File: src/rtl/irq_ctrl.sv
// Interrupt controller: up to 8 low-true sources, synchronized, with STATUS/MASK/EDGE/VECTOR registers.
// Optional falling-edge latching is built only when IRQ_CTRL_EDGE_EN is defined.
module irq_ctrl #(
    parameter int NSRC = 8
) (
    input  logic            clk,
    input  logic            reset_n,
    input  logic            cs_n,
    input  logic            we_n,
    input  logic [1:0]      rs,
    input  logic [7:0]      din,
    output logic [7:0]      dout,
    input  logic [NSRC-1:0] src_n,
    output logic            irq_n
);

    localparam logic [1:0] RS_STATUS = 2'd0;
    localparam logic [1:0] RS_MASK   = 2'd1;
    localparam logic [1:0] RS_EDGE   = 2'd2;
    localparam logic [1:0] RS_VECTOR = 2'd3;

    logic [NSRC-1:0] s1_q, s2_q;
    logic [NSRC-1:0] lat_q, lat_d;
    logic [NSRC-1:0] mask_q, mask_d;
    logic [NSRC-1:0] edge_w;
    logic [NSRC-1:0] edge_set;
    logic            irq_n_q;
    logic [7:0]      dout_q, dout_d;

    logic            wr;
    logic [NSRC-1:0] wdat;
    logic [NSRC-1:0] pend;
    logic [NSRC-1:0] pm;
    logic            any;
    logic [2:0]      idx;

    assign wr   = ~cs_n & ~we_n;
    assign wdat = din[NSRC-1:0];

    // Two-flop synchronizer; idle (high) value out of reset so nothing looks asserted.
    always_ff @(posedge clk or negedge reset_n) begin
        if (!reset_n) begin
            s1_q <= '1;
            s2_q <= '1;
        end else begin
            s1_q <= src_n;
            s2_q <= s1_q;
        end
    end

`ifdef IRQ_CTRL_EDGE_EN
    logic [NSRC-1:0] edge_q, edge_d;
    logic [NSRC-1:0] prev_q;

    // prev_q tracks s2 unconditionally, so enabling EDGE later never sees a stale edge.
    always_ff @(posedge clk or negedge reset_n) begin
        if (!reset_n) begin
            prev_q <= '1;
            edge_q <= '0;
        end else begin
            prev_q <= s2_q;
            edge_q <= edge_d;
        end
    end

    always_comb begin
        edge_d = edge_q;
        if (wr && rs == RS_EDGE)
            edge_d = wdat;
    end

    assign edge_w   = edge_q;
    assign edge_set = edge_q & ~s2_q & prev_q;
`else
    assign edge_w   = '0;
    assign edge_set = '0;
`endif

    assign pend = lat_q | (~s2_q & ~edge_w);
    assign pm   = pend & mask_q;
    assign any  = |pm;

    // Lowest set index wins: scan downward so the last hit is the smallest.
    always_comb begin
        idx = 3'd0;
        for (int i = NSRC - 1; i >= 0; i--) begin
            if (pm[i])
                idx = i[2:0];
        end
    end

    always_comb begin
        lat_d  = lat_q;
        mask_d = mask_q;
        if (wr && rs == RS_STATUS)
            lat_d = lat_q & ~wdat;
        if (wr && rs == RS_MASK)
            mask_d = wdat;
        // Sets are applied after the clear so they win on a collision.
        lat_d = lat_d | edge_set;
        if (wr && rs == RS_VECTOR)
            lat_d = lat_d | wdat;
    end

    always_comb begin
        dout_d = 8'h00;
        case (rs)
            RS_STATUS: dout_d[NSRC-1:0] = pend;
            RS_MASK:   dout_d[NSRC-1:0] = mask_q;
            RS_EDGE:   dout_d[NSRC-1:0] = edge_w;
            RS_VECTOR: dout_d = {any, 4'b0000, idx};
            default:   dout_d = 8'h00;
        endcase
    end

    always_ff @(posedge clk or negedge reset_n) begin
        if (!reset_n) begin
            lat_q   <= '0;
            mask_q  <= '0;
            irq_n_q <= 1'b1;
            dout_q  <= 8'h00;
        end else begin
            lat_q   <= lat_d;
            mask_q  <= mask_d;
            irq_n_q <= ~any;
            dout_q  <= dout_d;
        end
    end

    assign irq_n = irq_n_q;
    assign dout  = dout_q;

endmodule

File: config.mk
export PLATFORM = sky130hd
export DESIGN_NAME = irq_ctrl
export DESIGN_NICKNAME = d
export VERILOG_FILES = /design/src/rtl/irq_ctrl.sv
export SDC_FILE = /design/constraint.sdc
export NUM_CORES = 1
export LEC_CHECK = 0
export BUFFER_PORTS_ARGS = -buffer_cell sky130_fd_sc_hd__buf_4
export CORE_MARGIN = 3
export CORE_UTILIZATION = 45
export CTS_BUF_LIST = sky130_fd_sc_hd__clkbuf_4
export CTS_CLUSTER_DIAMETER = 40
export DETAILED_ROUTE_END_ITERATION = 6
export PLACE_DENSITY = 0.7
export SYNTH_ARGS = -nofsm -noshare
export SYNTH_HDL_FRONTEND = slang
export SYNTH_SLANG_ARGS = --single-unit
File: constraint.sdc
create_clock -name clk -period 1.73 [get_ports clk]
set_input_delay 0.346 -clock clk [delete_from_list [all_inputs] [get_ports clk]]
set_output_delay 0.346 -clock clk [all_outputs]
set_load 0.05 [all_outputs]
==> results of run 1 <==
[layer usage]
layer  share of wire [%]  GRT usage (%)
met1                  42           17.5
met2                  49           24.1
met3                 6.6           4.22
met4                 2.4           7.87
met5                   0              0
[cell type report]
class	instances	area share, %
Sequential cell	41	52.5
Timing Repair Buffer	34	12.9
Multi-Input combinational cell	95	28.4
Tap cell	46	2.89
Clock buffer	5	1.88
Inverter	4	0.753
Clock inverter	3	0.627
[synthesized netlist by cell type]
| cell | instances | area share (%) |
|---|---|---|
| o32ai_1 | 1 | 0.53 |
| a21oi_1 | 18 | 5.5 |
| dfrtp_1 | 24 | 36 |
| a2bb2oi_1 | 2 | 1.1 |
| o21ai_1 | 3 | 0.91 |
| nor3b_4 | 1 | 1.1 |
| clkbuf_1 | 2 | 0.45 |
| o22ai_1 | 2 | 0.76 |
| nand3_1 | 1 | 0.30 |
| mux2_1 | 4 | 2.7 |
| buf_1 | 1 | 0.23 |
| o31a_1 | 1 | 0.53 |
| inv_1 | 4 | 0.91 |
| a211oi_1 | 5 | 2.3 |
| a22oi_1 | 2 | 0.91 |
| a221o_1 | 1 | 0.61 |
| dfstp_2 | 17 | 27 |
| mux2i_1 | 4 | 2.4 |
| nand2b_1 | 6 | 2.3 |
| o21ai_0 | 1 | 0.30 |
| nor3_1 | 1 | 0.30 |
| and2b_1 | 1 | 0.45 |
| buf_6 | 1 | 0.68 |
| nor2_1 | 16 | 3.6 |
| and2_1 | 3 | 1.1 |
| o211ai_1 | 1 | 0.45 |
| nand2_1 | 15 | 3.4 |
| mux2_2 | 1 | 0.68 |
| nor2b_1 | 4 | 1.5 |
| and4_1 | 1 | 0.53 |
[path summary, 6_finish.rpt]
path,depth (start not counted),slack (ns),start,end
max,4,0.23,s2_q[1],dout[2]
min,1,0.11,src_n[4],s1_q[4]
max reg2reg,4,0.23,s2_q[1],dout[2]
min reg2reg,0,0.35,s1_q[0],s2_q[0]
max in group asynchronous,2,0.84,reset_n,s1_q[0]
min in group asynchronous,2,0.50,reset_n,async pin
[power groups by stage]
stage | Sequential, uW | Combinational [uW] | Clock, uW
finish | 1130 | 428 | 430
global route | 1140 | 467 | 503
CTS | 1130 | 432 | 454
detailed placement | 1140 | 430 | 0
global placement | 1140 | 420 | 0
floorplan | 1230 | 178 | 0
[repair_timing]
action                    in CTS  in global routing
gates resized for setup        0                  0
buffers inserted               0                  0
hold endpoints to repair      24                  0
hold buffers                   1                  0
[per-stage QoR]
stage,std cells,hold WS [ns],setup slack [ns]
after floorplan,144,0.0504,0.324
after global placement,219,0.341,0.205
after detailed placement,219,0.347,0.179
after CTS,228,0.0914,0.220
after global routing,228,0.0769,0.0765
final,228,0.106,0.231
[cell families after synthesis]
| family | Yosys count | share of synthesized area (%) |
|---|---|---|
| muxes | 9 | 5.83 |
| AOI/OAI and AO/OA | 37 | 13.8 |
| and+or+nand+nor | 49 | 14.7 |
| buffers and inverters | 8 | 2.27 |
| DFF | 41 | 63.4 |
==> metrics.cfg, run 1 <==
[layout]
multi_input_area_sq_um=567
regArea_sq_mm=0.00105
areaGrowthSynthToFinish_pct=20.8
layout.nets=203
layout_commonest_cell=buf_4
nFillCells=286
final_cell_mix=33 x buf_4, 24 x dfrtp_1, 18 x a21oi_1, 17 x dfstp_2, 16 x nor2_1
antenna_cells=0
fin_util_pct=57.9
layout-drive-gt1-share_pct=31.9
final_area_sq_mm=0.00199

[logic_synthesis]
synth_seq_area_share_pct=63.4
ys_types=30
syn_area_per_cell_sq_um=11.5
yosysWarnings=0
syn_area_sq_mm=0.00165
synth_fp_nets=166
synth-seq-cells=41
synth_cells=144

[floorplan]
die_y_um=66.6
die_x_um=66.6
core-area_sq_mm=0.00344
rows=21
initial_core_util_pct=48.0
io_pins=31
die-area_sq_mm=0.00443

[power]
ir_drop_mv=0.479
combPwrFrac_pct=21.6
power_density_mw_per_mm2=995
p_seq_share_pct=56.7
switching_share_pct=29.9
p_clk_share_pct=21.7
total_leakage_power_uw=0.000901
intPower_uw=1390
power_uw=1980
switchingPower_uw=594

[routing]
wl_um=2900
ant_nets=0
viasPerCell=5.18
drt_iter0_drc=32
wl_per_cell_um=12.7
dr_total_vias=1182
drt_pass1_iterations=4
drc=0

[sta]
grt_setup_unrepaired=false
worst-slew-pin-transition_ns=0.503
hold_viol=0
fmax_ghz=0.667
skew_ns=0.0127
slew_viol_final=0
finalCritPeriodShare_pct=86.7
fin_setup_tns_ns=0
fin_crit_ns=1.50
finalSetupViolations=0
max-slew-margin-rel_pct=66.5

[grt]
grt_pass1_wl_um=4810
antenna_found_initial=0
gr-total-overflow=0
grt_pass1_vias=1084
grt_max_degree=42
grt_usage_pct=14.8

[clock_network]
clkLatencyLatePin_ns=0.34
clkTransAtPathRegs_ns=0.11
numCtsBuffers=5
cts_tree=yes
cts_htree_levels=2
ctsLongestPathBuffers=2
root_buffer=clkbuf_4
cts.sinks=41

[outcome]
status=finished clean

[place]
portBuffers=30
placed_area_sq_mm=0.00193
dp_hpwl_um=2100
gp_congestion=0.896

[worst_setup_path]
cpPeakStageDelay_ns=0.52
arrival_ns=1.74
crit_required_ns=1.98
cp_top_family=compound AO/OA/AOI/OAI gates
path_max_fanout=3
cp-start-kind=register
slowest_stage=dfstp_2
crit_buf_inv=0
path_class=reg -> reg
path_cells=nor2b_1, a2bb2oi_1, nand3_1, o32ai_1
worst_setup_path_end_kind=register

[job]
cap_violations=0

[worst_hold_path]
holdCritPathClass=in -> reg

(Power assumes the default switching activity.)
==> inputs of run 2 (changes only) <==
- clock period: 1.73 -> 1.9 ns (I/O delays scaled with it)
==> run 2 against run 1 <==
Flip-flop and latch count did not move; via count fell by 1.8%; cell count did not move; hold slack improved by 0.029 ns; clock power rose by 59%; wire length rose by 4.2%; critical endpoint is now dout[7]; largest cell class unchanged.
==> metrics.cfg, run 2 (synthesis results as in run 1) <==
[place]
portBuffers=30
gp_congestion=0.914
dp_hpwl_um=2140
placed_area_sq_mm=0.00193

[routing]
ant_nets=0
drc=0
viasPerCell=5.09
dr_total_vias=1161
drt_iter0_drc=56
wl_um=3020
wl_per_cell_um=13.2
drt_pass1_iterations=4

[floorplan]
die-area_sq_mm=0.00443
initial_core_util_pct=48.0
rows=21
core-area_sq_mm=0.00344
die_y_um=66.6
die_x_um=66.6
io_pins=31

[outcome]
status=finished clean

[worst_setup_path]
crit_required_ns=2.13
arrival_ns=1.75
cp-start-kind=register
path_class=reg -> reg
r2r_slack_ns=0.37
path_max_fanout=3
worst_setup_path_end_kind=register

[clock_network]
cts_htree_levels=2
numCtsBuffers=5
cts_hold_buf=1
clkTransAtPathRegs_ns=0.12
cts_tree=yes
ctsResizeCount=0
clkLatencyLatePin_ns=0.34
cts_setup_buffers=0
root_buffer=clkbuf_4
ctsLongestPathBuffers=2
cts.sinks=41

[layout]
layout_commonest_cell=buf_4
layout-drive-gt1-share_pct=33.0
layout.nets=203
areaGrowthSynthToFinish_pct=23.9
final_area_sq_mm=0.00205
antenna_cells=0
final_cell_mix=33 x buf_4, 24 x dfrtp_1, 18 x a21oi_1, 17 x dfstp_2, 16 x nor2_1
fin_util_pct=59.5

[power]
power_density_mw_per_mm2=1030
total_leakage_power_uw=0.000926
ir_drop_mv=0.477

[sta]
fmax_ghz=0.654
fin_setup_tns_ns=0
max-slew-margin-rel_pct=67.2
hold_viol=0
worst-slew-pin-transition_ns=0.492
skew_ns=0.00498
finalCritPeriodShare_pct=80.5
grt_setup_unrepaired=false
slew_viol_final=0
fin_crit_ns=1.53
finalSetupViolations=0

[grt]
grt_pass1_wl_um=5150
grt_max_degree=42
gr-total-overflow=0
grt_pass1_vias=1143
grt_usage_pct=15.6
antenna_found_initial=0

[job]
cap_violations=0

[worst_hold_path]
holdCritPathClass=in -> reg

[run 2: cell types whose count changed in the layout (fill, tap and decap cells not counted), sizes merged]
cell,previous run,this run
clkinv,3,1
bufinv,0,2
[run 2: worst max-delay path: stages, from the launching register on]
cell,delay [ns]
dfstp_2,0.53
nor2b_1,0.26
a2bb2oi_1,0.30
and4_1,0.26
o22ai_1,0.08
[run 2: report_power, final]
group          internal, uW  leakage [uW]  switching (uW)
combinational           157      0.000384             233
clock                   407     0.0000552             275
sequential              975      0.000487            52.1
total                  1540      0.000927             561
[run 2: area by class of cell]
class	instances	area (sq um)
Sequential cell	41	1050
Multi-Input combinational cell	95	567
Clock buffer	5	37.5
Inverter	4	15.0
Fill cell	276	1400
Clock inverter	3	65.1
Timing Repair Buffer	34	258
Tap cell	46	57.6
[run 2: routing by layer]
| metal | vias to the layer above | track usage [%] | wire length [um] |
|---|---|---|---|
| li1 | 575 | - | - |
| met1 | 549 | 18.3 | 1310 |
| met2 | 28 | 26.5 | 1510 |
| met3 | 9 | 4.05 | 126 |
| met4 | 0 | 7.11 | 65 |
| met5 | - | 0 | 0 |
[run 2: path summary, 6_finish.rpt]
check / start / end / cells past startpoint
max in group asynchronous: reset_n / s2_q[0] / 2
max reg2reg: s2_q[7] / dout[7] / 4
max: s2_q[7] / dout[7] / 4
min reg2reg: s1_q[5] / s2_q[5] / 0
min: src_n[0] / s1_q[0] / 1
min in group asynchronous: reset_n / async pin / 2
[run 2: metrics by stage]
stage               worst slack, ns  instances  total power [uW]  hold WS (ns)
floorplan                     0.460        144              1290        0.0844
global placement              0.342        219              1420         0.345
detailed placement            0.319        219              1430         0.347
CTS                           0.371        228              2120         0.114
global route                  0.279        228              2210        0.0993
finish                        0.371        228              2100         0.136
==> inputs of run 3 (changes only) <==
- PLACE_DENSITY: 0.7 -> 0.72
- clock period: 1.9 -> 1.4 ns (I/O delays scaled with it)
==> run 3 against run 2 <==
Hold slack better by 0.024 ns; setup slack worse by 0.33 ns; final area rose by 7.8%; clock skew rose by 0.0037 ns; combinational power is 56% higher; first-iteration DRC count shrank 1.8%; non-clock buffer count rose by 13; largest cell class unchanged; power grew 32%; sequential share of layout area shrank 3.7 points; die area unchanged; critical endpoint is now irq_n; core utilization is 4.6 points higher.
==> metrics.cfg, run 3 (synthesis results as in run 1) <==
[grt]
gr-total-overflow=0
grt_pass1_vias=1204
grt_pass1_wl_um=5410
grt_usage_pct=16.6
grt_max_degree=42
antenna_found_initial=0

[worst_setup_path]
crit_buf_inv=1
path_max_fanout=1
arrival_ns=1.07
slowest_stage=dfstp_2
path_cells=buf_4
cp-start-kind=register
r2r_slack_ns=0.07
crit_required_ns=1.12
worst_setup_path_end_kind=primary output
cpPeakStageDelay_ns=0.54
cp_top_family=flip-flops
path_class=reg -> out

[power]
ir_drop_mv=0.868
power_density_mw_per_mm2=1250
total_leakage_power_uw=0.000985

[floorplan]
die-area_sq_mm=0.00443
initial_core_util_pct=48.0
die_y_um=66.6
die_x_um=66.6
core-area_sq_mm=0.00344
io_pins=31
rows=21

[clock_network]
clkTransAtPathRegs_ns=0.12
root_buffer=clkbuf_4
ctsLongestPathBuffers=2
cts_tree=yes
clkLatencyLatePin_ns=0.35
cts.sinks=41
cts_htree_levels=2
numCtsBuffers=5

[place]
gp_congestion=0.869
portBuffers=30
dp_cells=223
dp_hpwl_um=2330

[layout]
layout.nets=216
final_cell_mix=38 x buf_4, 24 x dfrtp_1, 18 x a21oi_1, 17 x dfstp_2, 16 x nor2_1
instances_no_fill=241
antenna_cells=0
layout-drive-gt1-share_pct=39.5
areaGrowthSynthToFinish_pct=33.6
layout_commonest_cell=buf_4

[routing]
drc=0
drt_iter0_drc=55
wl_um=3320
drt_pass1_iterations=4
viasPerCell=5.15
wl_per_cell_um=13.8
ant_nets=0
dr_total_vias=1240

[worst_hold_path]
holdCritPathClass=in -> reg

[sta]
finalSetupViolations=0
hold_ws_ns=0.160
skew_ns=0.00871
max-slew-margin-rel_pct=68.3
finalCritPeriodShare_pct=96.7
fmax_ghz=0.738
worst-slew-pin-transition_ns=0.475
fin_setup_tns_ns=0
hold_viol=0
fin_crit_ns=1.35
slew_viol_final=0

[job]
cap_violations=0

[outcome]
status=finished clean

-- run 3: changes by cell type in the layout (fill, tap and decap cells not counted), moves of 3 or more --
cell	change
a211oi_1	-3
dlygate4sd3_1	+8
nor2b_1	-3
a211oi_2	+3
buf_4	+5
-- run 3: worst paths after layout --
check                             start         to  depth (start not counted)
worst max-delay path              irq_n      irq_n                          1
worst min-delay path             din[4]  mask_q[4]                          2
worst max register to register  s2_q[7]    dout[7]                          4
worst min register to register  s1_q[4]    s2_q[4]                          0
max in group asynchronous       reset_n    s1_q[7]                          2
min in group asynchronous       reset_n    dout[0]                          2
-- run 3: power breakdown --
part	internal, uW	switching [uW]	leakage [uW]
registers	1320	85.8	0.000487
logic	265	345	0.000459
clock network	370	379	0.0000389
total	1960	810	0.000985
-- run 3: what timing repair did --
item | 4_1_cts | 5_1_grt
endpoints found under the setup margin | 3 | 3
hold buffers | 1 | 8
hold endpoints to repair | 24 | 8
pin swaps | 1 | 1
buffers inserted | 0 | 1
gates resized for setup | 5 | 9
-- run 3: metrics by stage --
stage | utilization [%] | setup WS [ns] | instance area, sq um | total power (uW)
final | 64.1 | 0.0455 | 2210 | 2770
after global routing | 64.1 | -0.0293 | 2210 | 2910
after CTS | 60.3 | 0.0253 | 2080 | 2730
after detailed placement | 57.1 | -0.0659 | 1960 | 1960
after global placement | 57.1 | -0.0252 | 1960 | 1940
after floorplan | - | 0.0598 | 1650 | 1740
-- run 3: layout make-up --
type,instances,area (sq um)
clock inverters,3,41.3
clock buffers,5,37.5
well taps,46,57.6
fillers,266,1240
multi-input cells,95,632
repair buffers,47,375
inverters,4,15.0
flip-flops and latches,41,1050
-- run 3: layer usage --
metal  wire length, um  global-route usage (%)  vias up
li1                  -                       -      597
met1              1390                    18.5      604
met2              1700                    28.1       31
met3               161                    5.56        8
met4                65                    8.38        0
met5                 0                       0        -
